**src/rtl/cla_seq_pkg.sv**
```systemverilog
// Shared types and constants for the multi-word CLA sequencer.
// Latency: n/a (declarations only).
// Backpressure: n/a.
package cla_seq_pkg;

  localparam int SLICE_W = 16;

  typedef enum logic [1:0] {
    IDLE = 2'd0,
    RUN  = 2'd1,
    DONE = 2'd2
  } state_t;

  typedef logic req_id_t;

endpackage

```
**src/rtl/cla_seq_rr_arb.sv**
```systemverilog
// Two-way round-robin arbiter; on a tie it picks the requester that was not granted last.
// Latency: purely combinational, grant appears in the same cycle as valid.
// Backpressure: no grant while i_enable is low; the last-grant state is held by the parent.
module cla_seq_rr_arb
  import cla_seq_pkg::*;
(
  input  logic [1:0] i_valid,
  input  req_id_t    i_last_grant,
  input  logic       i_enable,
  output logic [1:0] o_grant,
  output req_id_t    o_grant_id
);

  // Pick a winner: a lone requester wins outright, a tie goes to the other one.
  always_comb begin
    o_grant    = 2'b00;
    o_grant_id = 1'b0;
    if (i_enable) begin
      case (i_valid)
        2'b01: begin
          o_grant    = 2'b01;
          o_grant_id = 1'b0;
        end
        2'b10: begin
          o_grant    = 2'b10;
          o_grant_id = 1'b1;
        end
        2'b11: begin
          o_grant_id = ~i_last_grant;
          o_grant    = i_last_grant ? 2'b01 : 2'b10;
        end
        default: begin
          o_grant    = 2'b00;
          o_grant_id = 1'b0;
        end
      endcase
    end
  end

endmodule

```
**src/rtl/cla_word_sequencer.sv**
```systemverilog
// Time-shares one external 16-bit CLA slice across WORDS slices of a wide add/sub for two requesters.
// Latency: handshake cycle + WORDS RUN cycles, then result held in DONE (WORDS+2 cycles per op).
// Backpressure: result held stable until rsp_ready; no request accepted outside IDLE. Macro CLA_SEQ_ZFLAG_EN adds rsp_zero.
module cla_word_sequencer
  import cla_seq_pkg::*;
#(
  parameter int WORDS = 4
) (
  input  logic                     clk,
  input  logic                     rst_n,
  input  logic                     req0_valid,
  output logic                     req0_ready,
  input  logic [SLICE_W*WORDS-1:0] req0_a,
  input  logic [SLICE_W*WORDS-1:0] req0_b,
  input  logic                     req0_sub,
  input  logic                     req1_valid,
  output logic                     req1_ready,
  input  logic [SLICE_W*WORDS-1:0] req1_a,
  input  logic [SLICE_W*WORDS-1:0] req1_b,
  input  logic                     req1_sub,
  output logic                     rsp_valid,
  input  logic                     rsp_ready,
  output logic                     rsp_id,
  output logic [SLICE_W*WORDS-1:0] rsp_result,
  output logic                     rsp_cout,
  output logic                     rsp_ovf,
`ifdef CLA_SEQ_ZFLAG_EN
  output logic                     rsp_zero,
`endif
  output logic [SLICE_W-1:0]       slice_a,
  output logic [SLICE_W-1:0]       slice_b,
  output logic                     slice_cin,
  input  logic [SLICE_W-1:0]       slice_sum,
  input  logic                     slice_cout
);

  localparam int OPW   = SLICE_W * WORDS;
  localparam int CNT_W = (WORDS > 1) ? $clog2(WORDS) : 1;

  state_t                          r_state;
  state_t                          w_state_nxt;
  req_id_t                         r_last_grant;
  req_id_t                         r_id;
  logic [CNT_W-1:0]                r_cnt;
  logic                            r_carry;
  logic [WORDS-1:0][SLICE_W-1:0]   r_a;
  logic [WORDS-1:0][SLICE_W-1:0]   r_b;
  logic [WORDS-1:0][SLICE_W-1:0]   r_res;

  logic [1:0]                      w_grant;
  req_id_t                         w_grant_id;
  logic                            w_arb_en;
  logic                            w_accept;
  logic                            w_last_word;
  logic                            w_done;
  logic [OPW-1:0]                  w_sel_a;
  logic [OPW-1:0]                  w_sel_b;
  logic                            w_sel_sub;

  // Arbitration is only offered in IDLE; gating with rst_n keeps ready low while reset is asserted.
  assign w_arb_en = (r_state == IDLE) & rst_n;

  cla_seq_rr_arb u_arb (
    .i_valid      ({req1_valid, req0_valid}),
    .i_last_grant (r_last_grant),
    .i_enable     (w_arb_en),
    .o_grant      (w_grant),
    .o_grant_id   (w_grant_id)
  );

  // A grant is only issued to a valid requester, so a grant is the handshake.
  assign w_accept    = |w_grant;
  assign w_sel_a     = w_grant_id ? req1_a   : req0_a;
  assign w_sel_b     = w_grant_id ? req1_b   : req0_b;
  assign w_sel_sub   = w_grant_id ? req1_sub : req0_sub;
  assign w_last_word = (r_cnt == CNT_W'(WORDS - 1));
  assign w_done      = (r_state == DONE);

  // State register.
  always_ff @(posedge clk or negedge rst_n) begin
    if (!rst_n) begin
      r_state <= IDLE;
    end else begin
      r_state <= w_state_nxt;
    end
  end

  // Next-state decode plus handshake and slice-drive outputs; everything idles at 0.
  always_comb begin
    w_state_nxt = r_state;
    req0_ready  = 1'b0;
    req1_ready  = 1'b0;
    rsp_valid   = 1'b0;
    slice_a     = '0;
    slice_b     = '0;
    slice_cin   = 1'b0;
    case (r_state)
      IDLE: begin
        req0_ready = w_grant[0];
        req1_ready = w_grant[1];
        if (w_accept) begin
          w_state_nxt = RUN;
        end
      end
      RUN: begin
        slice_a   = r_a[r_cnt];
        slice_b   = r_b[r_cnt];
        slice_cin = r_carry;
        if (w_last_word) begin
          w_state_nxt = DONE;
        end
      end
      DONE: begin
        rsp_valid = 1'b1;
        if (rsp_ready) begin
          w_state_nxt = IDLE;
        end
      end
      default: begin
        w_state_nxt = IDLE;
      end
    endcase
  end

  // Operand capture on accept, then one slice result and the chained carry per RUN cycle.
  always_ff @(posedge clk or negedge rst_n) begin
    if (!rst_n) begin
      r_last_grant <= 1'b1;
      r_id         <= 1'b0;
      r_cnt        <= '0;
      r_carry      <= 1'b0;
      r_a          <= '0;
      r_b          <= '0;
      r_res        <= '0;
    end else if ((r_state == IDLE) && w_accept) begin
      // Subtraction is a + ~b + 1: fold the inversion into the stored operand and the +1 into carry-in.
      r_a          <= w_sel_a;
      r_b          <= w_sel_b ^ {OPW{w_sel_sub}};
      r_carry      <= w_sel_sub;
      r_id         <= w_grant_id;
      r_last_grant <= w_grant_id;
      r_cnt        <= '0;
    end else if (r_state == RUN) begin
      r_res[r_cnt] <= slice_sum;
      r_carry      <= slice_cout;
      r_cnt        <= w_last_word ? '0 : r_cnt + 1'b1;
    end
  end

  // Response fields are only driven while the result is being offered.
  assign rsp_result = w_done ? r_res : '0;
  assign rsp_cout   = w_done & r_carry;
  assign rsp_id     = w_done & r_id;
  // Signed overflow: operands of equal sign produced a result of the other sign.
  assign rsp_ovf    = w_done
                    & (r_a[WORDS-1][SLICE_W-1] == r_b[WORDS-1][SLICE_W-1])
                    & (r_res[WORDS-1][SLICE_W-1] != r_a[WORDS-1][SLICE_W-1]);

`ifdef CLA_SEQ_ZFLAG_EN
  logic r_zero;

  // Zero flag built slice by slice so no wide compare sits on the result.
  always_ff @(posedge clk or negedge rst_n) begin
    if (!rst_n) begin
      r_zero <= 1'b0;
    end else if ((r_state == IDLE) && w_accept) begin
      r_zero <= 1'b1;
    end else if (r_state == RUN) begin
      r_zero <= r_zero & (slice_sum == '0);
    end
  end

  assign rsp_zero = w_done & r_zero;
`endif

endmodule

```
**config.mk**
```make
export PLATFORM = sky130hd
export DESIGN_NAME = cla_word_sequencer
export DESIGN_NICKNAME = d
export VERILOG_FILES = /design/src/rtl/cla_seq_pkg.sv /design/src/rtl/cla_seq_rr_arb.sv /design/src/rtl/cla_word_sequencer.sv
export SDC_FILE = /design/constraint.sdc
export NUM_CORES = 1
export LEC_CHECK = 0
export BUFFER_PORTS_ARGS = -buffer_cell sky130_fd_sc_hd__buf_2
export CAP_MARGIN = 5
export CORE_UTILIZATION = 55
export DETAILED_ROUTE_END_ITERATION = 10
export PLACE_DENSITY = 0.85
export SYNTH_ARGS = -nofsm -noshare
export SYNTH_HDL_FRONTEND = slang
export SYNTH_SLANG_ARGS = --single-unit
```
**constraint.sdc**
```tcl
create_clock -name clk -period 3.1 [get_ports clk]
set_input_delay 0.155 -clock clk [delete_from_list [all_inputs] [get_ports clk]]
set_output_delay 0.155 -clock clk [all_outputs]
set_load 0.02 [all_outputs]
```
# Word level (Yosys, flattened, before mapping)

Index checks and enable logic that the tools add are counted.
W data, S select, Z words.

Register bits after elaboration: 199
Input bits: 280
Output and inout port bits: 103
Word-level logic and storage cells: 77

$add $sub $neg: 1
Order comparisons: 2
Equal/unequal tests: 11
Muxes and demuxes: 31
Bitwise operators: 8
Reductions and logical operators: 7

Operators by type and width:

| operator              | count |
|---|---|
| $mux W64              | 3 |
| $mux W16              | 5 |
| $bmux W16 S2          | 2 |
| $bwmux W64            | 1 |
| $xor A64 B64 Y64      | 1 |
| $demux W16 S2         | 1 |
| $mux W2               | 8 |
| $pmux W2 S3           | 2 |
| $eq A2 B2 Y1 const B  | 4 |
| $mux W1               | 8 |
| $ne A2 B2 Y1 const B  | 3 |
| $and A1 B1 Y1         | 5 |
| $eq A2 B1 Y1 const B  | 2 |
| $lt A2 B3 Y1 const B  | 1 |
| $reduce_and A3 Y1     | 1 |
| $add A2 B1 Y2 const B | 1 |
| $ge A2 B1 Y1 const B  | 1 |
| $logic_and A1 B1 Y1   | 2 |
| $logic_not A2 Y1      | 1 |
| $not A1 Y1            | 2 |
| $pmux W1 S2           | 1 |
| $reduce_and A2 Y1     | 1 |
| $reduce_bool A2 Y1    | 1 |
| $reduce_or A2 Y1      | 1 |
| other kinds (2)       | 2 |

# Logic depth before layout (Yosys ltp)

Depth after elaboration: 7
Gate-level depth with buffers: 7
Depth with buffers taken out: 4

# Cells and area by module

From an unflattened synthesis, not the netlist that was laid out.

Cells, all modules: 815
Area total of the unflattened synthesis: 11050.6 um^2

Modules (own cells, without submodules):

| module             | times used | cells an instance | area each (um^2) | sequential area each (um^2) |
|---|---|---|---|---|
| cla_word_sequencer | 1          | 809               | 11024.3          | 4981.0 |
| cla_seq_rr_arb     | 1          | 6                 | 26.3             | 0.0 |

# Worst setup path after synthesis

No wires, ideal clock.

Path kind: register to register
Start point: reg r_cnt[1]
End point: reg r_res[21] (netlist bit)
Setup time: 0.128 ns
Data arrival time: 1.951 ns
Data required time: 2.972 ns
Setup slack: 1.022 ns
Cell stages (with the launch flop): 8
Path buffers: 3
Clock period less this slack: 2.078 ns
Cell sequence: dfrtp_1 > clkbuf_1 > clkbuf_1 > inv_1 > ha_1 > nand2_1 > buf_2 > mux2_1

Cells in the longest elaborated chain, start to end: 5
Elaborated cells between the ends (all ways): 6
Those cells by class: 2 x order compare; 3 x mux; 1 x reduce/logical

RTL lines:

| what                                                                      | RTL line                  | text |
|---|---|---|
| start: declaration                                                        | cla_word_sequencer.sv:44  | `logic [CNT_W-1:0] r_cnt;` |
| start signal: assignment                                                  | cla_word_sequencer.sv:146 | `r_cnt <= w_last_word ? '0 : r_cnt + 1'b1;` |
| $lt A2 B3 Y1 (not written as such) / $ge A2 B1 Y1 (equally long branches) | cla_word_sequencer.sv:144 | `r_res[r_cnt] <= slice_sum;` |
| $logic_and A1 B1 Y1 (not written as such)                                 | cla_word_sequencer.sv:144 |  |
| $mux W16 (not written as such)                                            | cla_word_sequencer.sv:144 |  |
| $demux W16 S2 *                                                           | cla_word_sequencer.sv:144 |  |
| $bwmux W64 *                                                              | cla_word_sequencer.sv:144 |  |
| end signal: indexed assignment                                            | cla_word_sequencer.sv:144 |  |
| end: declaration                                                          | cla_word_sequencer.sv:48  | `logic [WORDS-1:0][SLICE_W-1:0] r_res;` |

Every way passes the cells marked *; elsewhere a longest branch is shown, timed or not.
A chain may end at the register's enable or synchronous reset.

# Final worst setup path

Start point: in rst_n
End point: reg r_a[40] (netlist bit)

Cells in the longest elaborated chain, start to end: 4
Elaborated cells between the ends (all ways): 6
Those cells by class: 3 x mux; 1 x bitwise; 2 x reduce/logical

RTL lines:

| what                   | RTL line                  | text |
|---|---|---|
| start: declaration     | cla_word_sequencer.sv:10  | `input logic rst_n,` |
| $and A1 B1 Y1 *        | cla_word_sequencer.sv:61  | `assign w_arb_en = (r_state == IDLE) & rst_n;` |
| $mux W2                | cla_seq_rr_arb.sv:18      | `if (i_enable) begin` |
| $reduce_or A2 Y1       | cla_word_sequencer.sv:72  | `assign w_accept = \|w_grant;` |
| $logic_and A1 B1 Y1    | cla_word_sequencer.sv:135 | `end else if ((r_state == IDLE) && w_accept) begin` |
| end signal: assignment | cla_word_sequencer.sv:137 | `r_a <= w_sel_a;` |
| end: declaration       | cla_word_sequencer.sv:46  | `logic [WORDS-1:0][SLICE_W-1:0] r_a;` |

Marks and branches as above.

==> results.sh <==
export IMPL_worst_pin_slew_ns=1.16
export IMPL_setup_ws_ns=0.478
export IMPL_gp_congestion=0.959
export IMPL_grt_pass1_wl_mm=59.8
export IMPL_irDropWorstVdd_mv=0.487
export IMPL_regArea_um2=4980
export IMPL_portBuffers=382
export IMPL_cts_tree="yes"
export IMPL_cts_max_path_buffers=2
export IMPL_hold_ws_ns=-0.000538
export IMPL_violations="negative hold slack"
export IMPL_first_global_vias=11100
export IMPL_critPathKind="in2reg"
export IMPL_hpwl_mm=26.9
export IMPL_drt_initial_drc_count=1275
export IMPL_r2r_cells=5
export IMPL_hp_class="in2reg"
export IMPL_worst_setup_path_end_kind="register"
export IMPL_dieArea_um2=22700
export IMPL_clock_sinks=199
export IMPL_multi_input_area_um2=6540
export IMPL_startpoint_type="input pin"
export IMPL_powerDensity_nw_per_um2=888
export IMPL_syn_num_nets=1516
export IMPL_synth_edff_count=0
export IMPL_rows=54
export IMPL_maxSlewHeadroom_pct=22.7
export IMPL_worstPathArrival_ns=3.01
export IMPL_cts_htree_levels=4
export IMPL_worstHoldPathCells=3
export IMPL_avgSynthCellArea_um2=9.89
export IMPL_drt_wl_total_mm=39.8
export IMPL_firstDrtPassIters=5
export IMPL_grt_total_usage_pct=34.7
export IMPL_synth_seq_area_share_pct=40.9
export IMPL_setup_viol=0
export IMPL_syn_area_um2=12200
export IMPL_synthArstFlopShare_pct=100
export IMPL_max_freq_mhz=381
export IMPL_required_ns=3.49
export IMPL_rsz0062_at_grt="false"
export IMPL_period_minus_slack_ns=2.62
export IMPL_start_util_pct=56.0
export IMPL_nFillCells=1605
export IMPL_ios=383
export IMPL_synth_cell_types=38
export IMPL_postSynthCellCount=1232
export IMPL_synth_seq_cells=199
export IMPL_antenna_left=0
export IMPL_clock_latency_ns=0.45
export IMPL_grt_max_degree=102
export IMPL_die_height_um=151
export IMPL_syn2layout_area_growth_pct=24.3
export IMPL_fin_crit_sh_pct=84.6
export IMPL_root_buffer="clkbuf_16"
export IMPL_final_cell_mix="379 x buf_2, 197 x dfrtp_1, 130 x nor3_1"
export IMPL_synth_main_ff_cell="dfrtp_1"
export IMPL_cts_setup_buffers=0
export IMPL_crit_fanout=57
export IMPL_drive_gt1_share_pct=32.5
export IMPL_cts_resized_gates=0
export IMPL_drc_errors=0
export IMPL_overflow=0
export IMPL_nNetsFinal=1838
export IMPL_via_per_inst=6.35
export IMPL_layout_commonest_cell="buf_2"
export IMPL_final_max_slew_viol_count=0
export IMPL_skew_ns=0.0167
export IMPL_die_w_um=151
export IMPL_synth_warnings=0
export IMPL_leakage_nw=6.73
export IMPL_hold_violations=1
export IMPL_post_drt_wl_per_cell_um=21.5
export IMPL_cap_violations=0
export IMPL_status="finished with violations"
export IMPL_coreArea_um2=21800
export IMPL_via_count=11800
export IMPL_tns_ns=0
export IMPL_pre_cts_ws_ns=0.981
export IMPL_clk_pin_slew_ns=0.09
export IMPL_antenna_found_initial=3
export IMPL_numCtsBuffers=17
-- state kept, by name, summed over array words and instances (netlist names) --
signal	flops
r_cnt	2
r_a	64
r_id	1
r_res	64
r_state	2
r_carry	1
r_last_grant	1
r_b	64
-- routing by layer --
metal	GRT usage [%]	share of wire [%]	routed length [µm]	vias up
li1	-	-	-	5201
met1	46.4	39	15500	5658
met2	52.3	46	18400	750
met3	8.86	9.8	3910	139
met4	17.8	4.8	1910	4
met5	0	0.12	48	-
-- critical path, stage by stage --
cell	delay, ns
dlygate4sd3_1	0.54
clkbuf_8	0.25
nor3b_4	0.55
nand2_2	0.26
buf_4	0.40
a31oi_1	0.23
dlygate4sd3_1	0.59
-- power by group --
| part | leakage [nW] | switching [mW] | internal, mW |
|---|---|---|---|
| registers | 2.37 | 1.02 | 3.92 |
| logic | 4.08 | 3.53 | 2.77 |
| clock network | 0.278 | 1.11 | 1.10 |
| total | 6.73 | 5.66 | 7.79 |
-- logic make-up after synthesis --
logic type | share of synthesized area, %
AO/OA/AOI/OAI | 17.2
AND/OR/NAND/NOR | 14.6
flip-flops | 40.9
buffers and inverters | 5.91
XOR/XNOR | 9.20
multiplexers | 11.8
adder cells (fa/ha/maj) | 0.411
-- synthesized netlist by cell type, types with 2 or more instances --
| library cell | n | share of area (%) |
|---|---|---|
| o31ai_1 | 128 | 7.9 |
| ha_1 | 4 | 0.41 |
| mux2_1 | 45 | 4.2 |
| buf_1 | 3 | 0.092 |
| inv_2 | 2 | 0.062 |
| o21ai_0 | 62 | 2.5 |
| and2_1 | 97 | 5.0 |
| buf_6 | 8 | 0.74 |
| xor2_1 | 128 | 9.2 |
| dfrtp_1 | 198 | 41 |
| a21oi_1 | 65 | 2.7 |
| clkbuf_1 | 94 | 2.9 |
| a31oi_1 | 64 | 3.3 |
| a21o_1 | 2 | 0.12 |
| nand2b_1 | 3 | 0.15 |
| nor2_1 | 5 | 0.15 |
| nor3_1 | 130 | 5.3 |
| nor2b_1 | 2 | 0.10 |
| nand4_1 | 64 | 3.3 |
| inv_1 | 6 | 0.18 |
| o21ai_1 | 5 | 0.21 |
| mux4_2 | 32 | 5.9 |
| mux2_2 | 19 | 1.8 |
| buf_2 | 47 | 1.9 |
| nand2_1 | 6 | 0.18 |
-- final cells by class --
class,count,share of cell area (%)
well taps,280,2.31
diodes,3,0.0496
inverters,8,0.198
clock inverters,13,0.901
multi-input cells,873,43.2
repair buffers,455,17.5
flip-flops and latches,199,32.9
clock buffers,19,2.92
-- worst paths after layout --
check | start | to | slack, ns
max reg2reg | r_state[1] | r_a[40] | 0.55
min | req1_a[52] | r_a[52] | -0.0005
max | rst_n | r_a[40] | 0.48
max in group asynchronous | rst_n | r_res[61] | 1.13
min in group asynchronous | rst_n | r_a[17] | 0.14
min reg2reg | r_res[28] | r_res[28] | 0.49
-- stage by stage --
step                std cells  total power, mW  util (%)  area [µm²]
floorplan                1232             8.98         -       12200
global placement         1772             10.8      64.9       14100
detailed placement       1772             11.0      64.9       14100
CTS                      1845             13.3      69.5       15100
global route             1848             14.2      69.6       15100
finish                   1850             13.5      69.6       15100
-- what timing repair did --
action | 4_1_cts | 5_1_grt
hold endpoints to repair | 75 | 1
setup endpoints to repair | 0 | 0
hold buffers | 41 | 2
Power figures use the tool's default switching activity.
